`src/rtl/shared_sweep.sv`:
```
// Sweeps all 32 {m,a,b,c,d} vectors into the lab-1 `shared` add/sub unit,
// samples {s1,s0} after SETTLE+1 cycles and checks against a golden model.
// Ports: clk, rst (async, active-high), start; a,b,c,d,m stimulus out;
// s1,s0 response in; busy, done, pass, err_cnt[5:0], fail_idx[4:0],
// fail_val[1:0] results.
// Build option: SHARED_SWEEP_STOP_ON_FAIL_EN ends the sweep at the first
// mismatch and holds the failing vector on the stimulus outputs.
module shared_sweep #(
  parameter int SETTLE = 1
) (
  input  logic       clk,
  input  logic       rst,
  input  logic       start,
  output logic       a,
  output logic       b,
  output logic       c,
  output logic       d,
  output logic       m,
  input  logic       s1,
  input  logic       s0,
  output logic       busy,
  output logic       done,
  output logic       pass,
  output logic [5:0] err_cnt,
  output logic [4:0] fail_idx,
  output logic [1:0] fail_val
);

  typedef enum logic [1:0] {
    IDLE,
    DRIVE,
    CHECK,
    FIN
  } state_t;

  localparam logic [3:0] LAST = 4'(SETTLE - 1);

  state_t     state, state_n;
  logic [4:0] idx, idx_n;
  logic [3:0] cnt, cnt_n;
  logic [5:0] err_n;
  logic [4:0] fidx_n;
  logic [1:0] fval_n;

  logic [1:0] ab, cd, exp_val, obs;
  logic       mismatch;
  logic       last_vec;

  assign ab       = idx[3:2];
  assign cd       = idx[1:0];
  // 2-bit arithmetic wraps mod 4 on its own
  assign exp_val  = idx[4] ? (ab - cd) : (ab + cd);
  assign obs      = {s1, s0};
  assign mismatch = obs != exp_val;
  assign last_vec = idx == 5'd31;

  always_comb begin
    state_n = state;
    idx_n   = idx;
    cnt_n   = cnt;
    err_n   = err_cnt;
    fidx_n  = fail_idx;
    fval_n  = fail_val;
    unique case (state)
      IDLE, FIN: begin
        if (start) begin
          state_n = DRIVE;
          idx_n   = '0;
          cnt_n   = '0;
          err_n   = '0;
          fidx_n  = '0;
          fval_n  = '0;
        end
      end
      DRIVE: begin
        if (cnt == LAST) begin
          state_n = CHECK;
          cnt_n   = '0;
        end else begin
          cnt_n = cnt + 4'd1;
        end
      end
      CHECK: begin
        if (mismatch) begin
          err_n = err_cnt + 6'd1;
          if (err_cnt == 6'd0) begin
            fidx_n = idx;
            fval_n = obs;
          end
        end
`ifdef SHARED_SWEEP_STOP_ON_FAIL_EN
        if (mismatch || last_vec) begin
          state_n = FIN;
        end else begin
          idx_n   = idx + 5'd1;
          state_n = DRIVE;
        end
`else
        if (last_vec) begin
          state_n = FIN;
        end else begin
          idx_n   = idx + 5'd1;
          state_n = DRIVE;
        end
`endif
      end
      default: state_n = IDLE;
    endcase
  end

  always_ff @(posedge clk or posedge rst) begin
    if (rst) begin
      state    <= IDLE;
      idx      <= '0;
      cnt      <= '0;
      err_cnt  <= '0;
      fail_idx <= '0;
      fail_val <= '0;
    end else begin
      state    <= state_n;
      idx      <= idx_n;
      cnt      <= cnt_n;
      err_cnt  <= err_n;
      fail_idx <= fidx_n;
      fail_val <= fval_n;
    end
  end

  assign {m, a, b, c, d} = idx;
  assign busy = (state == DRIVE) || (state == CHECK);
  assign done = state == FIN;
  assign pass = done && (err_cnt == 6'd0);

endmodule

```
`config.mk`:
```
export PLATFORM = sky130hd
export DESIGN_NAME = shared_sweep
export DESIGN_NICKNAME = d
export VERILOG_FILES = /design/src/rtl/shared_sweep.sv
export SDC_FILE = /design/constraint.sdc
export NUM_CORES = 1
export LEC_CHECK = 0
export ABC_CLOCK_PERIOD_IN_PS = 1960
export CAP_MARGIN = 20
export CORE_ASPECT_RATIO = 1.5
export CORE_MARGIN = 3
export CORE_UTILIZATION = 30
export CTS_CLUSTER_DIAMETER = 100
export DETAILED_ROUTE_END_ITERATION = 16
export GPL_ROUTABILITY_DRIVEN = 1
export MAX_ROUTING_LAYER = met4
export PLACE_DENSITY = 0.59
export SLEW_MARGIN = 20
export SYNTH_ARGS = -nofsm -noshare
export SYNTH_HDL_FRONTEND = slang
export SYNTH_SLANG_ARGS = --single-unit
```
`constraint.sdc`:
```
create_clock -name clk -period 1.96 [get_ports clk]
set_input_delay 0.196 -clock clk [delete_from_list [all_inputs] [get_ports clk]]
set_output_delay 0.196 -clock clk [all_outputs]
set_load 0.01 [all_outputs]
```
Word-level counts from Yosys, hierarchy flattened
Cells that the tools add are included.
{"block": "classes", "mux": 21, "addsub": 5, "n_reduce_logical": 13, "n_eq_ne": 10}
{"cell": "5-bit 2-to-1 mux", "count": 4}
{"cell": "5-bit one-hot mux with 2 select lines", "count": 2}
{"cell": "2-bit 2-to-1 mux", "count": 7}
{"cell": "6-bit 2-to-1 mux", "count": 2}
{"cell": "6-bit one-hot mux with 2 select lines", "count": 1}
{"cell": "2-bit inequality test, second input constant", "count": 5}
{"cell": "4-bit 2-to-1 mux", "count": 2}
{"cell": "4-bit one-hot mux with 2 select lines", "count": 1}
{"cell": "6-bit by 1-bit adder with 6-bit output, second input constant", "count": 1}
{"cell": "6-bit zero test", "count": 1}
{"cell": "2-bit one-hot mux with 3 select lines", "count": 1}
{"cell": "3-bit AND reduction", "count": 2}
{"cell": "5-bit by 1-bit adder with 5-bit output, second input constant", "count": 1}
{"cell": "5-bit equality test, second input constant", "count": 1}
{"cell": "4-bit by 1-bit adder with 4-bit output, second input constant", "count": 1}
{"cell": "2-bit equality test, second input constant", "count": 2}
{"cell": "4-bit zero test", "count": 1}
{"cell": "2-bit one-hot mux with 2 select lines", "count": 1}
{"cell": "2-bit AND reduction", "count": 2}
{"cell": "4-bit AND reduction", "count": 1}
{"cell": "2-bit nonzero test", "count": 2}
{"cell": "2-bit adder", "count": 1}
{"cell": "2-bit by 1-bit equality test with 1-bit output, second input constant", "count": 1}
{"cell": "2-bit zero test", "count": 1}
{"cell": "other kinds (5)", "count": 5}
{"block": "totals", "elab_cells": 55, "regBits": 24, "out_inout_bits": 21, "input_bits": 5}

Logic depth before layout (Yosys ltp)
{"block": "logic_depth", "depth_word": 5, "depth_mapped": 7, "depth_no_buf": 7}

Worst setup path after synthesis
No wires, ideal clock.
{"block": "synth_path", "path_kind": "register -> register", "startpoint": "reg idx[2]", "endpoint": "reg fail_idx[0]", "synth_period_minus_slack_ns": 1.867, "arrival_time_ns": 1.788, "slack_ns": 0.093, "stages_incl_launch_ff": 7, "t_required_ns": 1.881, "n_path_buf": 0, "setup_time_ns": 0.079, "path_cell_list": "dfrtp_1 -> inv_1 -> ha_1 -> xnor3_1 -> xor2_1 -> o21ai_4 -> mux2i_1"}
{"block": "synth_between", "elab_chain_len": 5, "elab_cells_between_ends": 6, "classes_between": "add/sub: 2; eq/ne: 2; mux: 1; reduce/logical: 1"}
{"element": "start, declared", "line": "39", "rtl": "logic [4:0] idx, idx_n;"}
{"element": "start signal, assigned", "line": "121", "rtl": "idx <= idx_n;"}
{"element": "2-bit adder or 2-bit subtractor (tied branches)", "line": "52", "rtl": "assign exp_val = idx[4] ? (ab - cd) : (ab + cd);"}
{"element": "2-bit 2-to-1 mux (*)", "line": "52"}
{"element": "2-bit inequality test (*)", "line": "54", "rtl": "assign mismatch = obs != exp_val;"}
{"element": "2-bit inequality test (no source line) (*)"}
{"element": "4-bit AND reduction (no source line) (*)"}
{"element": "end signal, assigned", "line": "124", "rtl": "fail_idx <= fidx_n;"}
{"element": "end, declared", "line": "25", "rtl": "output logic [4:0] fail_idx,"}
Every way passes the cells marked *; elsewhere a longest branch is shown, timed or not.
A chain may end at the register's enable or synchronous reset.

Worst setup path after layout
{"block": "layout_path", "startpoint": "reg err_cnt[1]", "endpoint": "out pass"}
{"block": "layout_between", "elab_chain_len": 2}
{"element": "start, declared", "line": "24", "rtl": "output logic [5:0] err_cnt,"}
{"element": "start signal, assigned", "line": "123", "rtl": "err_cnt <= err_n;"}
{"element": "6-bit zero test", "line": "132", "rtl": "assign pass = done && (err_cnt == 6'd0);"}
{"element": "1-bit logical AND", "line": "132"}
{"element": "end, declared", "line": "23", "rtl": "output logic pass,"}
Every way passes these cells.

==> impl_results.md <==
- Tmin final: approximately 1900 ps
- Row count: 30
- Drt first pass iters: 4
- R2r setup slk: 150 ps
- Ys flop type: dfrtp_1
- Top-count cell post-synth: nand2_1
- Remaining DRCs: 0
- WL final: around 3200 um
- Combinational share of power: approximately a third
- CP Capture Type: output pin
- R2r worst-path depth: 5
- Max-cap viol count: 0
- Sw Share: 30.8%
- YS warnings: 0
- First-pass GRT wire length: between 5000 and 6000 um
- Worst-Skew Late Latency: 270 ps
- Critical Path RT: around 1800 ps
- Clock-pin transition on the worst setup and hold timing paths: about 90 ps
- Final setup vio count: 0
- Via count: 1,171
- Max-slew violation count: 0
- All-Layer GR Usage: approximately 12%
- Pin count of the biggest net entering global routing: 25
- Placeable Area: between 4000 and 5000 um2
- Post-route antenna net violation count: 0
- Flop pwr share: 44.6%
- Crit path buf inv count: 2
- Final Hold Viols: 0
- IO buf count: 25
- Gpl congestion: between 0.8 and 0.9
- Synthesized area: roughly 1500 um2
- Area growth syn-to-layout: 32.0%
- CTS max path bufs: 2
- Fmax: ~530 MHz
- Inserted Diodes: 0
- Synth Net Count: approximately 170
- Worst Path Max Fanout: 4
- Vias in the first global route: 1,195
- Post-synth top cells: 27 x nand2_1, 24 x dfrtp_1, 14 x mux2i_1
- Worst r2r dst: fail_idx[4]$_DFFE_PP0P_
- Final #Nets: just over 200
- Seq/Total Area, Yosys: around 40%
- Initial Utilization: 31.7%
- Reg2reg start: state[1]$_DFFE_PP0P_
- Hold crit path type: primary input to asynchronous set/reset pin
- Clock sinks: 24
- Die width: ~63 um
- Crit path DAT: between 1500 and 2000 ps
- Crit-path slowest cell: clkdlybuf4s50_1
- VDD IR max: 0.316 mV
- Worst slack at placement: about 110 ps
- Final setup margin: about 57 ps
- Max_slew headroom: between 70 and 80%
- Power per cell area: 861 nW/um2
- Total CTS buffers: 3
- CP delay by family, top: buffers and inverters
- Via/cell ratio: about 4.6
- Dpl hpwl: between 2000 and 2500 um
- Root Buffer: clkbuf_8
- Switch Pwr: roughly 0.00051 W
- # IOs: 26
- Initial antenna violation count: 0
- Status: finished clean
- EDFF count, synth: 0
- Die H: roughly 90 um
- DR iter-0 viols: 53
- Syn avg cell area: 9.61 um2
- Worst setup path class: flop to output pin
- Share of the synthesized area in the top cell type: about 41%
- H-tree levels: 1
- Area leader, netlist: dfrtp_1
- Synth cell types: 34
- Die area: around 5800 um2
- # hold bufs at CTS: 0
- Mapped Cells: around 150
- Internal Power: between 0.001 and 0.0015 W
- CP Launch Type: flop
- Largest cells by area after synthesis: dfrtp_1 41%, mux2i_1 9.6%, ha_1 9.4%
- Worst clock skew: approximately 4.5 ps
- Static leakage: about 0.90 nW
- Share of post-route cells with drive strength above 1: a little under an eighth
- Final Util: 41.8%
- Largest stage delay, worst path: approximately 540 ps
- Slew of the pin with the lowest slew margin: 356 ps
- Wirelength per Cell: ~13 um
- Clock tree from TritonCTS: yes
- Period utilisation layout: 97.1%
- Fraction of registers with async set or reset after synthesis: between 90% and 100%
- Total global routing overflow: 0
- Clock power frac: between 20% and 30%
- Critical path, cell by cell: inv_1 -> ha_1 -> and4b_1 -> clkdlybuf4s50_1
- FF+latch count, synth: 24
[kinds of logic after synthesis]
| logic type | synth area share, % |
|---|---|
| XOR/XNOR | 3.34 |
| adder cells (fa/ha/maj) | 9.42 |
| AO/OA/AOI/OAI | 13.4 |
| multiplexers | 11.1 |
| buffers and inverters | 3.94 |
| AND/OR/NAND/NOR | 17.7 |
| flip-flops | 41.1 |
[layout make-up]
type	instances	area, um2
fillers	470	2690
inverters	11	41.3
flip-flops and latches	24	601
clock buffers	4	55.1
multi-input cells	113	821
repair buffers	36	332
well taps	64	80.1
[routing by layer]
| layer | vias up | GRT usage (%) | share of wire, % |
|---|---|---|---|
| met2 | 18 | 20.4 | 50 |
| li1 | 600 | - | - |
| met3 | 4 | 1.61 | 2.4 |
| met5 | - | - | 0 |
| met1 | 549 | 14.6 | 46 |
| met4 | 0 | 4.97 | 1.6 |
[state kept, by name, indices dropped and copies added (netlist names)]
signal,count
cnt,4
fail_val,2
state,2
idx,5
fail_idx,5
err_cnt,6
[per-stage QoR]
stage / instances / setup TNS, ps / power, W / cell area [um2] / hold slack, ps
2_1_floorplan: 152 / 0 / 0.000981 / 1460 / 211
3_3_place_gp: 247 / 0 / 0.00130 / 1850 / 473
3_5_place_dp: 247 / 0 / 0.00132 / 1850 / 477
4_1_cts: 251 / 0 / 0.00167 / 1900 / 276
5_1_grt: 252 / -13.7 / 0.00179 / 1930 / 318
6_report: 252 / 0 / 0.00166 / 1930 / 267
[timing repair]
| item | 4_1_cts | 5_1_grt |
|---|---|---|
| pin swaps | 0 | 2 |
| endpoints found under the setup margin | 1 | 3 |
| resized for setup | 1 | 4 |
| buffers inserted | 0 | 1 |
[worst max-delay path by stage]
stage / start / endpoint / slack (ps) / cells past startpoint
floorplan: idx[2]$_DFFE_PP0P_ / fail_idx[0]$_DFFE_PP0P_ / 90 / 6
global placement: idx[0]$_DFFE_PP0P_ / fail_idx[1]$_DFFE_PP0P_ / 150 / 5
detailed placement: idx[0]$_DFFE_PP0P_ / fail_idx[0]$_DFFE_PP0P_ / 110 / 5
CTS: err_cnt[4]$_DFFE_PP0P_ / pass / 30 / 3
global route: err_cnt[4]$_DFFE_PP0P_ / pass / -10 / 3
finish: err_cnt[1]$_DFFE_PP0P_ / pass / 60 / 4
[tightest hold or removal path: cells and delay by family]
family	cells	cell delay, ps
buffers and inverters	3	740
[cell usage in the layout (no fill, tap or decap), types with 2 or more instances in the layout]
master	count
a21oi_1	6
a22o_1	4
and2_1	2
and4b_1	2
buf_4	11
clkbuf_8	4
clkdlybuf4s50_1	24
dfrtp_1	24
ha_1	11
inv_1	11
mux2_2	2
mux2i_1	13
nand2_1	27
nand2b_1	5
nand3_1	3
nand3b_1	2
nand4_1	2
nor2_1	2
nor3_1	2
o21ai_0	10
o22ai_1	2
o31ai_1	2
[power by group through the flow]
stage / Clock, W / Sequential (W) / Combinational (W)
global route: 0.000377 / 0.000776 / 0.000638
CTS: 0.000361 / 0.000746 / 0.000561
global placement: 0 / 0.000753 / 0.000552
floorplan: 0 / 0.000794 / 0.000187
detailed placement: 0 / 0.000754 / 0.000562
finish: 0.000346 / 0.000741 / 0.000574
Note: power is estimated with default switching activity, not from simulation.
